**src/rtl/alu_seq_if.sv**
```systemverilog
// Request/response bundle between the controller and alu_seq.
// The master drives the operation request; the slave returns handshake, result and flags.
interface alu_seq_if #(
  parameter int unsigned WIDTH = 8
);
  logic             START;
  logic [3:0]       OP;
  logic             CHAIN;
  logic [WIDTH-1:0] INPUTA;
  logic [WIDTH-1:0] INPUTB;
  logic             C_IN;
  logic             S_IN;
  logic             READY;
  logic             DONE;
  logic [WIDTH-1:0] OUT;
  logic [WIDTH-1:0] OUT_HI;
  logic             C_OUT;
  logic             S_OUT;
  logic             ZERO;

  modport master (
    output START, OP, CHAIN, INPUTA, INPUTB, C_IN, S_IN,
    input  READY, DONE, OUT, OUT_HI, C_OUT, S_OUT, ZERO
  );

  modport slave (
    input  START, OP, CHAIN, INPUTA, INPUTB, C_IN, S_IN,
    output READY, DONE, OUT, OUT_HI, C_OUT, S_OUT, ZERO
  );
endinterface

```
**src/rtl/alu_seq.sv**
```systemverilog
// Clocked ALU with persistent carry/shift flags for multi-word chains and an
// iterative shift-add unsigned multiplier. WIDTH must match the interface WIDTH.
module alu_seq #(
  parameter int unsigned WIDTH = 8,
  parameter int unsigned SHW   = $clog2(WIDTH) + 1
) (
  input  logic     CLK,
  input  logic     RESET,
  alu_seq_if.slave bus
);
  localparam int unsigned CW = $clog2(WIDTH);
  localparam int unsigned PW = 2 * WIDTH;

  localparam logic [3:0] OP_ADD  = 4'd0;
  localparam logic [3:0] OP_SUB  = 4'd1;
  localparam logic [3:0] OP_SHL  = 4'd2;
  localparam logic [3:0] OP_SHR  = 4'd3;
  localparam logic [3:0] OP_XOR  = 4'd4;
  localparam logic [3:0] OP_AND  = 4'd5;
  localparam logic [3:0] OP_OR   = 4'd6;
  localparam logic [3:0] OP_PASS = 4'd7;
  localparam logic [3:0] OP_MUL  = 4'd8;
  localparam logic [3:0] OP_CMP  = 4'd9;

  typedef enum logic {IDLE, MUL_RUN} state_e;

  state_e           state_q, state_d;
  logic [WIDTH-1:0] out_q, out_d;
  logic [WIDTH-1:0] out_hi_q, out_hi_d;
  logic [WIDTH-1:0] mcand_q, mcand_d;
  logic [PW-1:0]    prod_q, prod_d;
  logic [CW-1:0]    cnt_q, cnt_d;
  logic             c_q, c_d, s_q, s_d;
  logic             zero_q, zero_d;
  logic             done_q, done_d;
  logic             ready_q, ready_d;

  logic             cin_c, sin_c;
  logic [WIDTH:0]   add_c, sub_c;
  logic [SHW-1:0]   n_c;
  logic [PW-1:0]    step1_c, step2_c;

  // One shift-add step; the add is WIDTH+1 wide so its carry lands in the top bit after the shift.
  function automatic logic [PW-1:0] mul_step(input logic [PW-1:0] p, input logic [WIDTH-1:0] m);
    logic [WIDTH:0] s;
    s = {1'b0, p[PW-1:WIDTH]} + (p[0] ? {1'b0, m} : (WIDTH+1)'(0));
    return {s, p[WIDTH-1:1]};
  endfunction

  always_comb begin
    cin_c   = bus.CHAIN ? c_q : bus.C_IN;
    sin_c   = bus.CHAIN ? s_q : bus.S_IN;
    add_c   = {1'b0, bus.INPUTA} + {1'b0, bus.INPUTB} + (WIDTH+1)'(cin_c);
    sub_c   = {1'b0, bus.INPUTA} + {1'b0, ~bus.INPUTB} + (WIDTH+1)'(cin_c);
    n_c     = bus.INPUTB[SHW-1:0];
    step1_c = mul_step(prod_q, mcand_q);
    step2_c = mul_step(step1_c, mcand_q);
  end

  always_comb begin
    state_d  = state_q;
    out_d    = out_q;
    out_hi_d = out_hi_q;
    mcand_d  = mcand_q;
    prod_d   = prod_q;
    cnt_d    = cnt_q;
    c_d      = c_q;
    s_d      = s_q;
    zero_d   = zero_q;
    done_d   = 1'b0;

    case (state_q)
      IDLE: begin
        if (bus.START) begin
          if (bus.OP == OP_MUL) begin
            state_d = MUL_RUN;
            cnt_d   = '0;
            prod_d  = {{WIDTH{1'b0}}, bus.INPUTB};
            mcand_d = bus.INPUTA;
          end else if (bus.OP == OP_CMP) begin
            done_d = 1'b1;
            c_d    = sub_c[WIDTH];
            zero_d = (sub_c[WIDTH-1:0] == '0);
          end else begin
            done_d   = 1'b1;
            out_hi_d = '0;
            c_d      = 1'b0;
            s_d      = 1'b0;
            case (bus.OP)
              OP_ADD:  {c_d, out_d} = add_c;
              OP_SUB:  {c_d, out_d} = sub_c;
              OP_SHL: begin
                if (n_c == SHW'(1)) begin
                  out_d = {bus.INPUTA[WIDTH-2:0], sin_c};
                  s_d   = bus.INPUTA[WIDTH-1];
                end else begin
                  out_d = bus.INPUTA << n_c;
                end
              end
              OP_SHR: begin
                if (n_c == SHW'(1)) begin
                  out_d = {sin_c, bus.INPUTA[WIDTH-1:1]};
                  s_d   = bus.INPUTA[0];
                end else begin
                  out_d = bus.INPUTA >> n_c;
                end
              end
              OP_XOR:  out_d = bus.INPUTA ^ bus.INPUTB;
              OP_AND:  out_d = bus.INPUTA & bus.INPUTB;
              OP_OR:   out_d = bus.INPUTA | bus.INPUTB;
              OP_PASS: out_d = bus.INPUTB;
              default: out_d = '0;
            endcase
            zero_d = (out_d == '0);
          end
        end
      end

      MUL_RUN: begin
        cnt_d = cnt_q + CW'(1);
        // The closing edge retires two steps so WIDTH steps fit in WIDTH-1 run edges.
        if (cnt_q == CW'(WIDTH - 2)) begin
          state_d  = IDLE;
          prod_d   = step2_c;
          out_d    = step2_c[WIDTH-1:0];
          out_hi_d = step2_c[PW-1:WIDTH];
          c_d      = |step2_c[PW-1:WIDTH];
          s_d      = 1'b0;
          zero_d   = (step2_c == '0);
          done_d   = 1'b1;
        end else begin
          prod_d = step1_c;
        end
      end

      default: state_d = IDLE;
    endcase

    ready_d = (state_d == IDLE);
  end

  always_ff @(posedge CLK or posedge RESET) begin
    if (RESET) begin
      state_q  <= IDLE;
      out_q    <= '0;
      out_hi_q <= '0;
      mcand_q  <= '0;
      prod_q   <= '0;
      cnt_q    <= '0;
      c_q      <= 1'b0;
      s_q      <= 1'b0;
      zero_q   <= 1'b1;
      done_q   <= 1'b0;
      ready_q  <= 1'b1;
    end else begin
      state_q  <= state_d;
      out_q    <= out_d;
      out_hi_q <= out_hi_d;
      mcand_q  <= mcand_d;
      prod_q   <= prod_d;
      cnt_q    <= cnt_d;
      c_q      <= c_d;
      s_q      <= s_d;
      zero_q   <= zero_d;
      done_q   <= done_d;
      ready_q  <= ready_d;
    end
  end

  assign bus.READY  = ready_q;
  assign bus.DONE   = done_q;
  assign bus.OUT    = out_q;
  assign bus.OUT_HI = out_hi_q;
  assign bus.C_OUT  = c_q;
  assign bus.S_OUT  = s_q;
  assign bus.ZERO   = zero_q;
endmodule

```
**src/flat_wrapper.sv**
```systemverilog
// flat-port wrapper written by rule: the top's interface ports become plain ports
module alu_seq_flat 
#(
  parameter int unsigned WIDTH = 8,
  parameter int unsigned SHW   = $clog2(WIDTH) + 1
)
  (CLK, RESET, bus_START, bus_OP, bus_CHAIN, bus_INPUTA, bus_INPUTB, bus_C_IN, bus_S_IN, bus_READY, bus_DONE, bus_OUT, bus_OUT_HI, bus_C_OUT, bus_S_OUT, bus_ZERO);
  alu_seq_if #(.WIDTH(WIDTH)) bus_i ();
  input  logic CLK;
  input  logic RESET;
  input wire logic [$bits(bus_i.START)-1:0] bus_START;
  input wire logic [$bits(bus_i.OP)-1:0] bus_OP;
  input wire logic [$bits(bus_i.CHAIN)-1:0] bus_CHAIN;
  input wire logic [$bits(bus_i.INPUTA)-1:0] bus_INPUTA;
  input wire logic [$bits(bus_i.INPUTB)-1:0] bus_INPUTB;
  input wire logic [$bits(bus_i.C_IN)-1:0] bus_C_IN;
  input wire logic [$bits(bus_i.S_IN)-1:0] bus_S_IN;
  output wire logic [$bits(bus_i.READY)-1:0] bus_READY;
  output wire logic [$bits(bus_i.DONE)-1:0] bus_DONE;
  output wire logic [$bits(bus_i.OUT)-1:0] bus_OUT;
  output wire logic [$bits(bus_i.OUT_HI)-1:0] bus_OUT_HI;
  output wire logic [$bits(bus_i.C_OUT)-1:0] bus_C_OUT;
  output wire logic [$bits(bus_i.S_OUT)-1:0] bus_S_OUT;
  output wire logic [$bits(bus_i.ZERO)-1:0] bus_ZERO;
  assign bus_i.START = bus_START;
  assign bus_i.OP = bus_OP;
  assign bus_i.CHAIN = bus_CHAIN;
  assign bus_i.INPUTA = bus_INPUTA;
  assign bus_i.INPUTB = bus_INPUTB;
  assign bus_i.C_IN = bus_C_IN;
  assign bus_i.S_IN = bus_S_IN;
  assign bus_READY = bus_i.READY;
  assign bus_DONE = bus_i.DONE;
  assign bus_OUT = bus_i.OUT;
  assign bus_OUT_HI = bus_i.OUT_HI;
  assign bus_C_OUT = bus_i.C_OUT;
  assign bus_S_OUT = bus_i.S_OUT;
  assign bus_ZERO = bus_i.ZERO;
  alu_seq #(.WIDTH(WIDTH), .SHW(SHW)) u_core (.CLK(CLK), .RESET(RESET), .bus(bus_i));
endmodule
```
**config.mk**
```make
export PLATFORM = sky130hd
export DESIGN_NAME = alu_seq_flat
export DESIGN_NICKNAME = d
export VERILOG_FILES = /design/src/rtl/alu_seq_if.sv /design/src/rtl/alu_seq.sv /design/src/flat_wrapper.sv
export SDC_FILE = /design/constraint.sdc
export NUM_CORES = 1
export LEC_CHECK = 0
export CAP_MARGIN = 20
export CORE_MARGIN = 2
export CORE_UTILIZATION = 54
export CTS_CLUSTER_SIZE = 14
export DETAILED_ROUTE_END_ITERATION = 8
export PLACE_DENSITY = 0.79
export SLEW_MARGIN = 15
export SYNTH_ARGS = -nofsm -noshare
export SYNTH_HDL_FRONTEND = slang
export SYNTH_SLANG_ARGS = --single-unit
```
**constraint.sdc**
```tcl
create_clock -name CLK -period 3.7 [get_ports CLK]
set_input_delay 0.74 -clock CLK [delete_from_list [all_inputs] [get_ports CLK]]
set_output_delay 0.74 -clock CLK [all_outputs]
set_load 0.03 [all_outputs]
```
==> results.md <==
* Outcome: finished clean
* Worst setup path category: flip-flop to flip-flop
* Final setup vio count at 0
* Highest Clock Rate at 279 MHz
* Arrival time at the worst endpoint at 3830 ps
* Area delta synth->final at 22.2%
* Pin count of the biggest net entering global routing at 50
* Cell depth of the worst min-delay path at 1
* Clock tree from TritonCTS: built
* Antenna violations before repair at 0
* Port Buf Inserts at 46
* Cell variety after synth at 79
* DIE HEIGHT at 102 um
* Wire length of the first global-routing pass at 26400 um
* Number of cells produced by synthesis at 649
* DRC violation total after the first TritonRoute iteration at 466
* Pins over their slew limit at 0
* Area of the die at 10500 um^2
* Worst-path clk slew at 100 ps
* Vias at 5457
* Vias in the first global route at 5028
* Max Buffers Root-to-Sink at 2
* Final clock period utilization by the worst path at 0.969
* Seq cells post-synth at 49
* Nets at 802
* Initial Util at 0.561
* Req. time, crit path at 3940 ps
* Layout cell share with drive strength beyond 1 at 0.162
* Post-DRT Antenna Nets at 0
* Type of the tightest min-delay check: flip-flop to flip-flop
* Total congestion overflow after global routing at 0
* Most used flip-flop cell after synthesis: sky130_fd_sc_hd__dfrtp_1
* Critical Path Source Type: flip-flop
* DR pass1 iterations at 6
* Row Count at 35
* EDFF count, synth at 0
* Area of placed instances at 6160 um^2
* Post-Syn Nets at 722
* Post-DP HPWL at 13100 um
* Routed len/inst at 19.7 um
* Synthesized area at 5230 um^2
* Clock latency reported for the late side of the worst-skew pair at 310 ps
* Final std cell area, no fill at 6390 um^2
* Average vias per placed instance at 6.35
* Peak fanout along the critical path at 8
* Final estimated routing congestion in global placement at 0.989
* Fraction of the yosys area taken by sequential cells at 0.235
* Deepest level of the CTS H-tree at 2
* Antenna diodes at 0
* Max-capacitance violation count at 0
* Clock Root Buffer: sky130_fd_sc_hd__clkbuf_8
* Number of buffers created by CTS at 5
* Die width at 102 um
* Core region area at 9330 um^2
* Synth warnings at 0
* Fraction of registers with async set/reset at 1.00
* Final number of hold-violating endpoints at 0
* Static Leak at 0.00279 uW
* Power density over the cells at 691 nW/um^2
* Syn_area_per_cell at 8.06 um^2
* Tightest Pin Transition at 671 ps
* Total DRC errors in the routed layout at 0
* Worst setup EP type: flip-flop
* Setup clock skew after layout at 16.3 ps
* Hold Slack at 483 ps
* Clock Sink Count at 49
* Max IR drop VDD at 0.323 mV
* IO Pins at 47
* Time the final worst path needs with I/O delays and setup at 3590 ps
* Worst r2r path cells at 15
* Relative slew slack at 0.552
* Number of filler instances in the final layout at 764
* Combined global-route utilization of all metal layers at 0.327
* Routed Wire Length at 16900 um
-- cell type report --
| class | instances | area (um^2) | share of cell area |
|---|---|---|---|
| clock buffer | 6 | 72.6 | 0.0114 |
| tap | 129 | 161 | 0.0253 |
| inverter | 42 | 158 | 0.0247 |
| clock inverter | 2 | 35.0 | 0.00548 |
| multi-input combinational | 519 | 3750 | 0.587 |
| timing repair buffer | 112 | 981 | 0.154 |
| sequential | 49 | 1230 | 0.192 |
-- Yosys cell counts, types with 7 or more instances --
cell	count	share of area
sky130_fd_sc_hd__nor4_1	8	0.0096
sky130_fd_sc_hd__nor3_1	18	0.017
sky130_fd_sc_hd__clkbuf_1	27	0.019
sky130_fd_sc_hd__mux2i_1	16	0.031
sky130_fd_sc_hd__inv_1	41	0.029
sky130_fd_sc_hd__o21ai_0	53	0.051
sky130_fd_sc_hd__nor2_1	37	0.027
sky130_fd_sc_hd__and2_1	24	0.029
sky130_fd_sc_hd__a31oi_1	12	0.014
sky130_fd_sc_hd__a21o_1	7	0.010
sky130_fd_sc_hd__buf_2	9	0.0086
sky130_fd_sc_hd__nand2_1	82	0.059
sky130_fd_sc_hd__mux4_2	8	0.034
sky130_fd_sc_hd__a21oi_1	30	0.029
sky130_fd_sc_hd__nand3_1	11	0.011
sky130_fd_sc_hd__ha_1	41	0.098
sky130_fd_sc_hd__dfrtp_1	47	0.22
sky130_fd_sc_hd__xnor2_1	12	0.020
sky130_fd_sc_hd__a211oi_1	19	0.027
sky130_fd_sc_hd__nand2b_1	13	0.016
sky130_fd_sc_hd__nor2b_1	11	0.013
-- through the flow --
step	worst slack, ps	total power [uW]	utilization	setup TNS (ps)	cells
2_1_floorplan	195	2770	-	0	649
3_3_place_gp	-101	3660	0.660	-101	847
3_5_place_dp	-134	3760	0.660	-152	847
4_1_cts	32.4	4160	0.672	0	855
5_1_grt	-61.4	4700	0.685	-116	859
6_report	113	4420	0.685	0	859
-- cell families after synthesis --
kind of cell / count (synthesis) / share of synthesized area
and+or+nand+nor: 246 / 0.242
AOI/OAI and AO/OA: 184 / 0.242
buffers and inverters: 81 / 0.0632
DFF: 49 / 0.235
adders and majority gates: 47 / 0.121
muxes: 27 / 0.0715
xor gates and xnor gates: 15 / 0.0251
-- worst paths after layout --
path / from / to / slack, ps
max in group asynchronous: RESET / u_core.bus.READY / 2420
max reg2reg: u_core.prod_q[0] / u_core.bus.ZERO / 110
max: u_core.prod_q[0] / u_core.bus.ZERO / 110
min in group asynchronous: RESET / u_core.bus.OUT[2] / 710
min: u_core.bus.OUT_HI[5] / u_core.bus.OUT_HI[5] / 480
min reg2reg: u_core.bus.OUT_HI[5] / u_core.bus.OUT_HI[5] / 480
-- cell usage in the layout, fill, tap and decap left out, types with 4 or more instances in the layout --
cell type and count:
sky130_fd_sc_hd__a211oi_1 16, sky130_fd_sc_hd__a211oi_2 4, sky130_fd_sc_hd__a21o_1 7, sky130_fd_sc_hd__a21oi_1 29, sky130_fd_sc_hd__a221oi_1 4, sky130_fd_sc_hd__a22o_1 4, sky130_fd_sc_hd__a31oi_1 12, sky130_fd_sc_hd__and2_1 24
sky130_fd_sc_hd__buf_4 64, sky130_fd_sc_hd__clkbuf_8 5, sky130_fd_sc_hd__clkdlybuf4s50_1 46, sky130_fd_sc_hd__dfrtp_1 47, sky130_fd_sc_hd__fa_1 5, sky130_fd_sc_hd__ha_1 40, sky130_fd_sc_hd__inv_1 40, sky130_fd_sc_hd__mux2i_1 14
sky130_fd_sc_hd__mux4_2 8, sky130_fd_sc_hd__nand2_1 82, sky130_fd_sc_hd__nand2b_1 13, sky130_fd_sc_hd__nand3_1 11, sky130_fd_sc_hd__nand3b_1 6, sky130_fd_sc_hd__nand4_1 4, sky130_fd_sc_hd__nor2_1 35, sky130_fd_sc_hd__nor2b_1 11
sky130_fd_sc_hd__nor3_1 18, sky130_fd_sc_hd__nor3b_1 4, sky130_fd_sc_hd__nor4_1 6, sky130_fd_sc_hd__o211ai_1 6, sky130_fd_sc_hd__o21ai_0 53, sky130_fd_sc_hd__o21bai_1 4, sky130_fd_sc_hd__or3_1 4, sky130_fd_sc_hd__or4_1 4
sky130_fd_sc_hd__xnor2_1 11
-- routing by layer --
| layer | vias to the layer above | global-route usage | share of wire |
|---|---|---|---|
| li1 | 2506 | - | - |
| met1 | 2612 | 0.454 | 0.42 |
| met2 | 292 | 0.504 | 0.45 |
| met3 | 47 | 0.0663 | 0.097 |
| met4 | 0 | 0.125 | 0.036 |
| met5 | - | 0 | 0 |
-- critical path, stage by stage (launching register included) --
cell	delay, ps
sky130_fd_sc_hd__dfrtp_1	410
sky130_fd_sc_hd__buf_4	170
sky130_fd_sc_hd__and2_1	170
sky130_fd_sc_hd__ha_1	330
sky130_fd_sc_hd__a21o_1	210
sky130_fd_sc_hd__a211oi_2	240
sky130_fd_sc_hd__nor2_2	70
sky130_fd_sc_hd__ha_1	320
sky130_fd_sc_hd__o21ai_0	170
sky130_fd_sc_hd__nor2_1	90
sky130_fd_sc_hd__a211oi_2	230
sky130_fd_sc_hd__a2bb2oi_2	110
sky130_fd_sc_hd__a2111oi_2	360
sky130_fd_sc_hd__nand3b_1	230
sky130_fd_sc_hd__nor4_2	60
sky130_fd_sc_hd__or3_1	320
-- flip-flops by register name, indices dropped and copies added (netlist names) --
signal	count
u_core.prod_q	16
u_core.bus.OUT	8
u_core.bus.OUT_HI	8
u_core.mcand_q	8
u_core.cnt_q	3
u_core.bus.C_OUT	1
u_core.bus.DONE	1
u_core.bus.READY	1
u_core.bus.S_OUT	1
u_core.bus.ZERO	1
u_core.state_q	1
-- what timing repair did --
action / in CTS / in global routing
pin swaps: 1 / 7
resized for setup: 2 / 16
endpoints found under the setup margin: 1 / 5
hold buffers: 0 / 0
buffers inserted: 0 / 3
-- power by group --
group	switching, uW	internal (uW)
clock network	190	201
registers	244	771
logic	1690	1320
Note: power is estimated with default switching activity, not from simulation.
